### config.mk
export PLATFORM = sky130hd
export DESIGN_NAME = vector_fetch_sequencer
export DESIGN_NICKNAME = d
export VERILOG_FILES = /design/src/rtl/vector_fetch_sequencer.sv
export SDC_FILE = /design/constraint.sdc
export NUM_CORES = 1
export LEC_CHECK = 0
export CORE_ASPECT_RATIO = 0.7
export CORE_MARGIN = 5
export CORE_UTILIZATION = 40
export DETAILED_ROUTE_END_ITERATION = 10
export PLACE_DENSITY = 0.66
export SYNTH_ARGS = -nofsm -noshare
export SYNTH_HDL_FRONTEND = slang
export SYNTH_SLANG_ARGS = --single-unit
### constraint.sdc
create_clock -name clk -period 2.55 [get_ports clk]
set_input_delay 0.6375 -clock clk [delete_from_list [all_inputs] [get_ports clk]]
set_output_delay 0.6375 -clock clk [all_outputs]
set_load 0.02 [all_outputs]
### src/rtl/vector_fetch_sequencer.sv
// Vector fetch sequencer: streams paired operand vectors from two synchronous-read
// memories to the dot-product stage, one element pair per cycle, and waits for the
// consumer to acknowledge each vector before fetching the next one.
module vector_fetch_sequencer #(
  parameter int unsigned DATA_WIDTH     = 8,
  parameter int unsigned VECTOR_WIDTH   = 4,
  parameter int unsigned ADDR_WIDTH     = 5,
  parameter int unsigned MEM_LATENCY    = 1,
  parameter int unsigned TIMEOUT_CYCLES = 64
) (
  input  logic                  clk,
  input  logic                  rst,
  input  logic                  start,
  input  logic [ADDR_WIDTH-1:0] base_addr1,
  input  logic [ADDR_WIDTH-1:0] base_addr2,
  input  logic [ADDR_WIDTH-1:0] num_vectors,
  output logic                  mem_rd_en,
  output logic [ADDR_WIDTH-1:0] mem1_addr,
  output logic [ADDR_WIDTH-1:0] mem2_addr,
  input  logic [DATA_WIDTH-1:0] mem1_rdata,
  input  logic [DATA_WIDTH-1:0] mem2_rdata,
  output logic [DATA_WIDTH-1:0] mem1_output,
  output logic [DATA_WIDTH-1:0] mem2_output,
  output logic                  data_valid,
  input  logic                  processing_done,
  output logic                  busy,
  output logic                  done,
  output logic                  timeout_err
);

  localparam int unsigned BEAT_W = (VECTOR_WIDTH > 1) ? $clog2(VECTOR_WIDTH) : 1;
  localparam int unsigned WAIT_W = $clog2(TIMEOUT_CYCLES + 1);

  typedef enum logic [1:0] {
    ST_IDLE  = 2'd0,
    ST_FETCH = 2'd1,
    ST_WAIT  = 2'd2,
    ST_DONE  = 2'd3
  } state_e;

  state_e                  state_q, state_d;
  logic [ADDR_WIDTH-1:0]   base1_q, base1_d;
  logic [ADDR_WIDTH-1:0]   base2_q, base2_d;
  logic [ADDR_WIDTH-1:0]   nvec_q, nvec_d;
  logic [ADDR_WIDTH-1:0]   vcnt_q, vcnt_d;
  logic [BEAT_W-1:0]       beat_q, beat_d;
  logic [WAIT_W-1:0]       wait_q, wait_d;
  logic                    rd_en_q, rd_en_d;
  logic [ADDR_WIDTH-1:0]   addr1_q, addr1_d;
  logic [ADDR_WIDTH-1:0]   addr2_q, addr2_d;
  logic                    busy_q, busy_d;
  logic                    done_q, done_d;
  logic                    tmo_q, tmo_d;
  logic [MEM_LATENCY-1:0]  pipe_q, pipe_d;
  logic                    dv_q, dv_d;
  logic [DATA_WIDTH-1:0]   out1_q, out1_d;
  logic [DATA_WIDTH-1:0]   out2_q, out2_d;

  // Control FSM: job acceptance, beat issue, result wait with timeout, completion pulse
  always_comb begin
    state_d = state_q;
    base1_d = base1_q;
    base2_d = base2_q;
    nvec_d  = nvec_q;
    vcnt_d  = vcnt_q;
    beat_d  = beat_q;
    wait_d  = wait_q;
    rd_en_d = 1'b0;
    addr1_d = addr1_q;
    addr2_d = addr2_q;
    busy_d  = busy_q;
    done_d  = 1'b0;
    tmo_d   = tmo_q;

    case (state_q)
      ST_IDLE: begin
        if (start) begin
          base1_d = base_addr1;
          base2_d = base_addr2;
          nvec_d  = num_vectors;
          vcnt_d  = '0;
          beat_d  = '0;
          busy_d  = 1'b1;
          tmo_d   = 1'b0;
          state_d = (num_vectors == '0) ? ST_DONE : ST_FETCH;
        end
      end

      ST_FETCH: begin
        rd_en_d = 1'b1;
        addr1_d = base1_q + ADDR_WIDTH'(beat_q);
        addr2_d = base2_q + ADDR_WIDTH'(beat_q);
        if (beat_q == BEAT_W'(VECTOR_WIDTH - 1)) begin
          beat_d  = '0;
          wait_d  = '0;
          state_d = ST_WAIT;
        end else begin
          beat_d = beat_q + BEAT_W'(1);
        end
      end

      ST_WAIT: begin
        // An acknowledge on the timeout cycle still counts as a normal completion
        if (processing_done) begin
          vcnt_d  = vcnt_q + ADDR_WIDTH'(1);
          base1_d = base1_q + ADDR_WIDTH'(VECTOR_WIDTH);
          base2_d = base2_q + ADDR_WIDTH'(VECTOR_WIDTH);
          state_d = ((vcnt_q + ADDR_WIDTH'(1)) == nvec_q) ? ST_DONE : ST_FETCH;
        end else if (wait_q == WAIT_W'(TIMEOUT_CYCLES - 1)) begin
          tmo_d   = 1'b1;
          state_d = ST_DONE;
        end else begin
          wait_d = wait_q + WAIT_W'(1);
        end
      end

      ST_DONE: begin
        done_d  = 1'b1;
        busy_d  = 1'b0;
        state_d = ST_IDLE;
      end

      default: begin
        state_d = ST_IDLE;
      end
    endcase
  end

  // Read-latency pipe: data path follows the read strobe, independent of the FSM
  always_comb begin
    pipe_d = MEM_LATENCY'({pipe_q, rd_en_q});
    dv_d   = pipe_q[MEM_LATENCY-1];
    out1_d = out1_q;
    out2_d = out2_q;
    if (pipe_q[MEM_LATENCY-1]) begin
      out1_d = mem1_rdata;
      out2_d = mem2_rdata;
    end
  end

  // State and output registers
  always_ff @(posedge clk or posedge rst) begin
    if (rst) begin
      state_q <= ST_IDLE;
      base1_q <= '0;
      base2_q <= '0;
      nvec_q  <= '0;
      vcnt_q  <= '0;
      beat_q  <= '0;
      wait_q  <= '0;
      rd_en_q <= 1'b0;
      addr1_q <= '0;
      addr2_q <= '0;
      busy_q  <= 1'b0;
      done_q  <= 1'b0;
      tmo_q   <= 1'b0;
      pipe_q  <= '0;
      dv_q    <= 1'b0;
      out1_q  <= '0;
      out2_q  <= '0;
    end else begin
      state_q <= state_d;
      base1_q <= base1_d;
      base2_q <= base2_d;
      nvec_q  <= nvec_d;
      vcnt_q  <= vcnt_d;
      beat_q  <= beat_d;
      wait_q  <= wait_d;
      rd_en_q <= rd_en_d;
      addr1_q <= addr1_d;
      addr2_q <= addr2_d;
      busy_q  <= busy_d;
      done_q  <= done_d;
      tmo_q   <= tmo_d;
      pipe_q  <= pipe_d;
      dv_q    <= dv_d;
      out1_q  <= out1_d;
      out2_q  <= out2_d;
    end
  end

  assign mem_rd_en   = rd_en_q;
  assign mem1_addr   = addr1_q;
  assign mem2_addr   = addr2_q;
  assign mem1_output = out1_q;
  assign mem2_output = out2_q;
  assign data_valid  = dv_q;
  assign busy        = busy_q;
  assign done        = done_q;
  assign timeout_err = tmo_q;

endmodule

* Word-level counts from Yosys, hierarchy flattened
Index checks and enable logic that the tools add are counted.
Storage, ports and cells: register bits after elaboration 63, input bits 35, output and inout port bits 31, logic and storage cells 81
Cells by class: add/subtract/negate cells 7, eq/ne operators 13, muxes and demuxes 31, reduce and logical (&&, ||, !) cells 13
Operators by type and width (number):
- $mux 5 | 6
- $pmux 5 s2 | 3
- $mux 7 | 3
- $mux 2 | 8
- $pmux 7 s2 | 1
- $ne 2x2->1 const B | 6
- $add 5x2->5 | 2
- $add 5x3->5 const B | 2
- $pmux 2 s4 | 1
- $reduce_and 4->1 | 2
- $reduce_bool 2->1 | 4
- $add 7x1->7 const B | 1
- $eq 7x6->1 const B | 1
- $eq 2x2->1 const B | 3
- $mux 1 | 6
- $reduce_and 2->1 | 3
- $reduce_and 3->1 | 2
- $add 5x1->5 const B | 1
- $eq 5x5->1 | 1
- $logic_not 5->1 | 1
- $pmux 1 s2 | 2
- $pmux 2 s2 | 1
- $ne 3x3->1 const B | 1
- $add 2x1->2 const B | 1
- other kinds (2) | 2

* Logic depth before layout (Yosys ltp)
word-level depth 5, depth in mapped cells 7

* Least setup slack after synthesis
OpenSTA, ideal clock, no wires.
kind input-to-reg, start input num_vectors[3], end register state_q[1], library setup time 0.062 ns, arrival 1.873 ns, required time 2.488 ns, path slack 0.614 ns, stages 4, buffers on the path 0, path through or4_1 or4b_1 a21oi_1 a211o_2
Between the ends: cells in the longest elaborated chain, start to end 4
Ends and longest elaborated chain:
- start, declared | line 16 | input logic [ADDR_WIDTH-1:0] num_vectors,
- $logic_not 5->1 | line 85 | state_d = (num_vectors == '0) ? ST_DONE : ST_FETCH;
- $mux 2 | line 85
- $mux 2 | line 77 | if (start) begin
- $pmux 2 s4 | line 75 | case (state_q)
- end signal, assigned | line 162 | state_q <= state_d;
- end, declared | line 41 | state_e state_q, state_d;
No other way between the ends. The select of a mux whose other input is x is not followed. A chain may end at the register's enable or synchronous reset.

* Final worst setup path
Same ends and word-level chain as after synthesis.

==> results.yml <==
power_and_ir_drop:
  p_int_uw: 3010
  power_uw: 4720
  leakage_uw: 0.00169
  combPwrFrac_pct: 41.8
  pwr-share-clk_pct: 20.8
  p_sw_uw: 1710
  vdd_drop_max_mv: 0.542
  p_seq_share_pct: 37.4
  swShare_pct: 36.2
  powerDensity_mw_per_mm2: 1200
logic_synthesis:
  synth.ff_latch_count: 63
  yosys_most_used_dff: "dfrtp_1"
  ys_warn_count: 0
  synth_async_sr_flop_share_pct: 100
  syn-num-nets: 305
  yosysSeqAreaShare_pct: 54.0
  synth_edf_count: 0
  syn_area_mm2: 0.00292
  yosys-top-cells-area: "dfrtp_1 54%, mux2_2 8.9%, nand2_1 4.4%"
  yosysUniqueCellTypes: 40
  yosys.area.top_type: "dfrtp_1"
  synth_cells: 259
  synth_top_area_share_pct: 54.0
  avgSynthCellArea_um2: 11.3
critical_path:
  timing.rr.start: "state_q[1]"
  crit_path_end_kind: "flip-flop"
  arrival_ns: 2.36
  startpoint: "num_vectors[3]"
  cp_max_fo: 2
  critPathRequiredTime_ns: 2.83
  start_kind: "input pin"
  path_class: "in -> reg"
  worst_path_max_delay_cell: "or4_1"
  crit_buf_inv: 1
  cp_top_family: "simple AND/OR/NAND/NOR gates"
  cpPeakStageDelay_ns: 0.52
  crit_chain: "clkdlybuf4s50_1 > or4_1 > or4b_1 > a21oi_1 > a211o_2"
drt:
  routed_wl_um: 6030
  drt_iter0_markers: 70
  vias: 2107
  antenna_left: 0
  drt_first_pass_iters: 4
  routed_via_density: 4.87
  drcViolationCount: 0
  post_drt_wl_per_cell_um: 13.9
die:
  rows: 26
  pin_count: 66
  dieArea_mm2: 0.00914
  die_w_um: 112
  die-height_um: 81.5
  start_util_pct: 40.6
  coreArea_mm2: 0.00719
status:
  status: "finished clean"
cts:
  clkTransAtPathRegs_ns: 0.07
  cts_setup_buffers: 0
  cts-root-buf: "clkbuf_8"
  clock-sinks: 63
  postCtsHoldBufs: 0
  clock_path_buffers: 2
  cts.htree.levels: 3
  cts_tree: "done"
  clock_latency_ns: 0.34
  cts_resized: 0
  numCtsBuffers: 9
sta:
  setup_tns_ns: 0
  relSlewSlack_pct: 54.6
  max_freq_mhz: 482
  setup_viol: 0
  setup_slack_ns: 0.474
  worst_pin_slew_ns: 0.681
  min_period_ns: 2.08
  min_period_over_period_pct: 81.4
  rsz0062_at_grt: "no"
  finalMaxSlewViolations: 0
  clock-skew-final_ns: 0.00496
  hold_viol: 0
layout:
  multi_input_area_mm2: 0.00127
  antenna_cells: 0
  design_area_mm2: 0.00393
  fillers: 655
  final_util_pct: 54.6
  nNetsFinal: 376
  synthToLayoutAreaGrowth_pct: 34.4
  register_area_mm2: 0.00158
  drive_above_1_share_pct: 14.6
placement:
  hpwl_um: 4480
  port_buffers: 65
  place_ws_ns: 0.130
  postPlaceCellArea_mm2: 0.00370
  place_congestion: 0.760
grt:
  grt_max_degree: 46
  grt.overflow.total: 0
  antenna_found_initial: 0
  grt_usage_pct: 14.1
  grt_pass1_vias: 2065
  grt_pass1_wl_um: 10100
min_path:
  min_from: "mem_rd_en"
  hold_path.class: "reg -> reg"
job:
  drv_cap: 0
-- power groups by stage --
stage | registers, uW | logic, uW | clock network, uW
final | 1770 | 1970 | 984
after global routing | 1820 | 2170 | 1070
after CTS | 1770 | 2000 | 1010
after detailed placement | 1790 | 2000 | 0
after global placement | 1770 | 1950 | 0
after floorplan | 1950 | 1020 | 0
-- placed cells by master (no fill, tap or decap), types with 7 or more instances in the layout --
master,count
nand2_1,34
inv_1,7
o21ai_0,25
clkbuf_8,10
xor2_1,8
a21oi_1,9
ha_1,9
clkdlybuf4s50_1,65
nand3_1,7
dfrtp_1,63
mux2_2,23
-- cell usage after synthesis (all sizes together) (2+ instances only) --
library cell	number
a211o	3
a21oi	10
buf	5
clkbuf	5
dfrtp	63
fa	2
ha	9
inv	8
mux2	23
mux2i	5
nand2	34
nand2b	4
nand3	7
nor2	6
nor2b	6
nor3	4
nor3b	5
o211ai	2
o21ai	25
o22ai	2
o31ai	4
or3	3
or4	2
xnor2	5
xor2	8
-- layout make-up --
class / instances / share of cell area, %
timing repair buffer: 70 / 17.8
inverter: 8 / 0.765
tap: 98 / 3.12
clock buffer: 10 / 3.51
multi-input combinational: 178 / 32.2
sequential: 63 / 40.2
clock inverter: 6 / 2.36
-- stage by stage --
step | hold slack [ns] | cells
after floorplan | 0.352 | 259
after global placement | 0.360 | 417
after detailed placement | 0.377 | 417
after CTS | 0.392 | 433
after global routing | 0.397 | 433
final | 0.385 | 433
-- state kept, by name (all words and copies together) (netlist names) --
register	flops
mem_rd_en	1
beat_q	2
data_valid	1
vcnt_q	5
busy	1
done	1
base1_q	5
base2_q	5
mem2_output	8
dv_d	1
mem1_addr	5
wait_q	7
timeout_err	1
mem2_addr	5
mem1_output	8
nvec_q	5
state_q	2
-- path summary, 6_finish.rpt --
path,slack [ns],depth (start not counted),to
max,0.47,5,state_q[1]
min,0.39,0,dv_d
max reg2reg,0.83,4,wait_q[5]
min reg2reg,0.39,0,dv_d
max in group asynchronous,1.37,3,base1_q[0]
min in group asynchronous,0.61,2,mem1_output[0]
-- layer usage --
metal / vias up / part of all wire (%) / global-route usage (%)
met5: - / 0 / 0
met4: 0 / 1.3 / 4.32
met3: 8 / 7.5 / 6.04
met2: 69 / 39 / 19.8
met1: 969 / 52 / 19.7
li1: 1061 / - / -
-- logic make-up after synthesis --
family,count (synthesis),share of synthesized area (%)
buf+inv,18,2.66
simple gates,76,13.4
xor+xnor,13,3.90
mux,28,10.6
flops,63,54.0
fa+ha+maj,11,5.23
compound gates,50,10.2
-- worst reg2reg max path: cells and delay by family (launching register included) --
| kind | cells | cell delay (ns) |
|---|---|---|
| compound gates | 2 | 0.34 |
| flops | 1 | 0.52 |
| simple gates | 2 | 0.79 |
No activity file was read; power rests on OpenSTA's default activity.
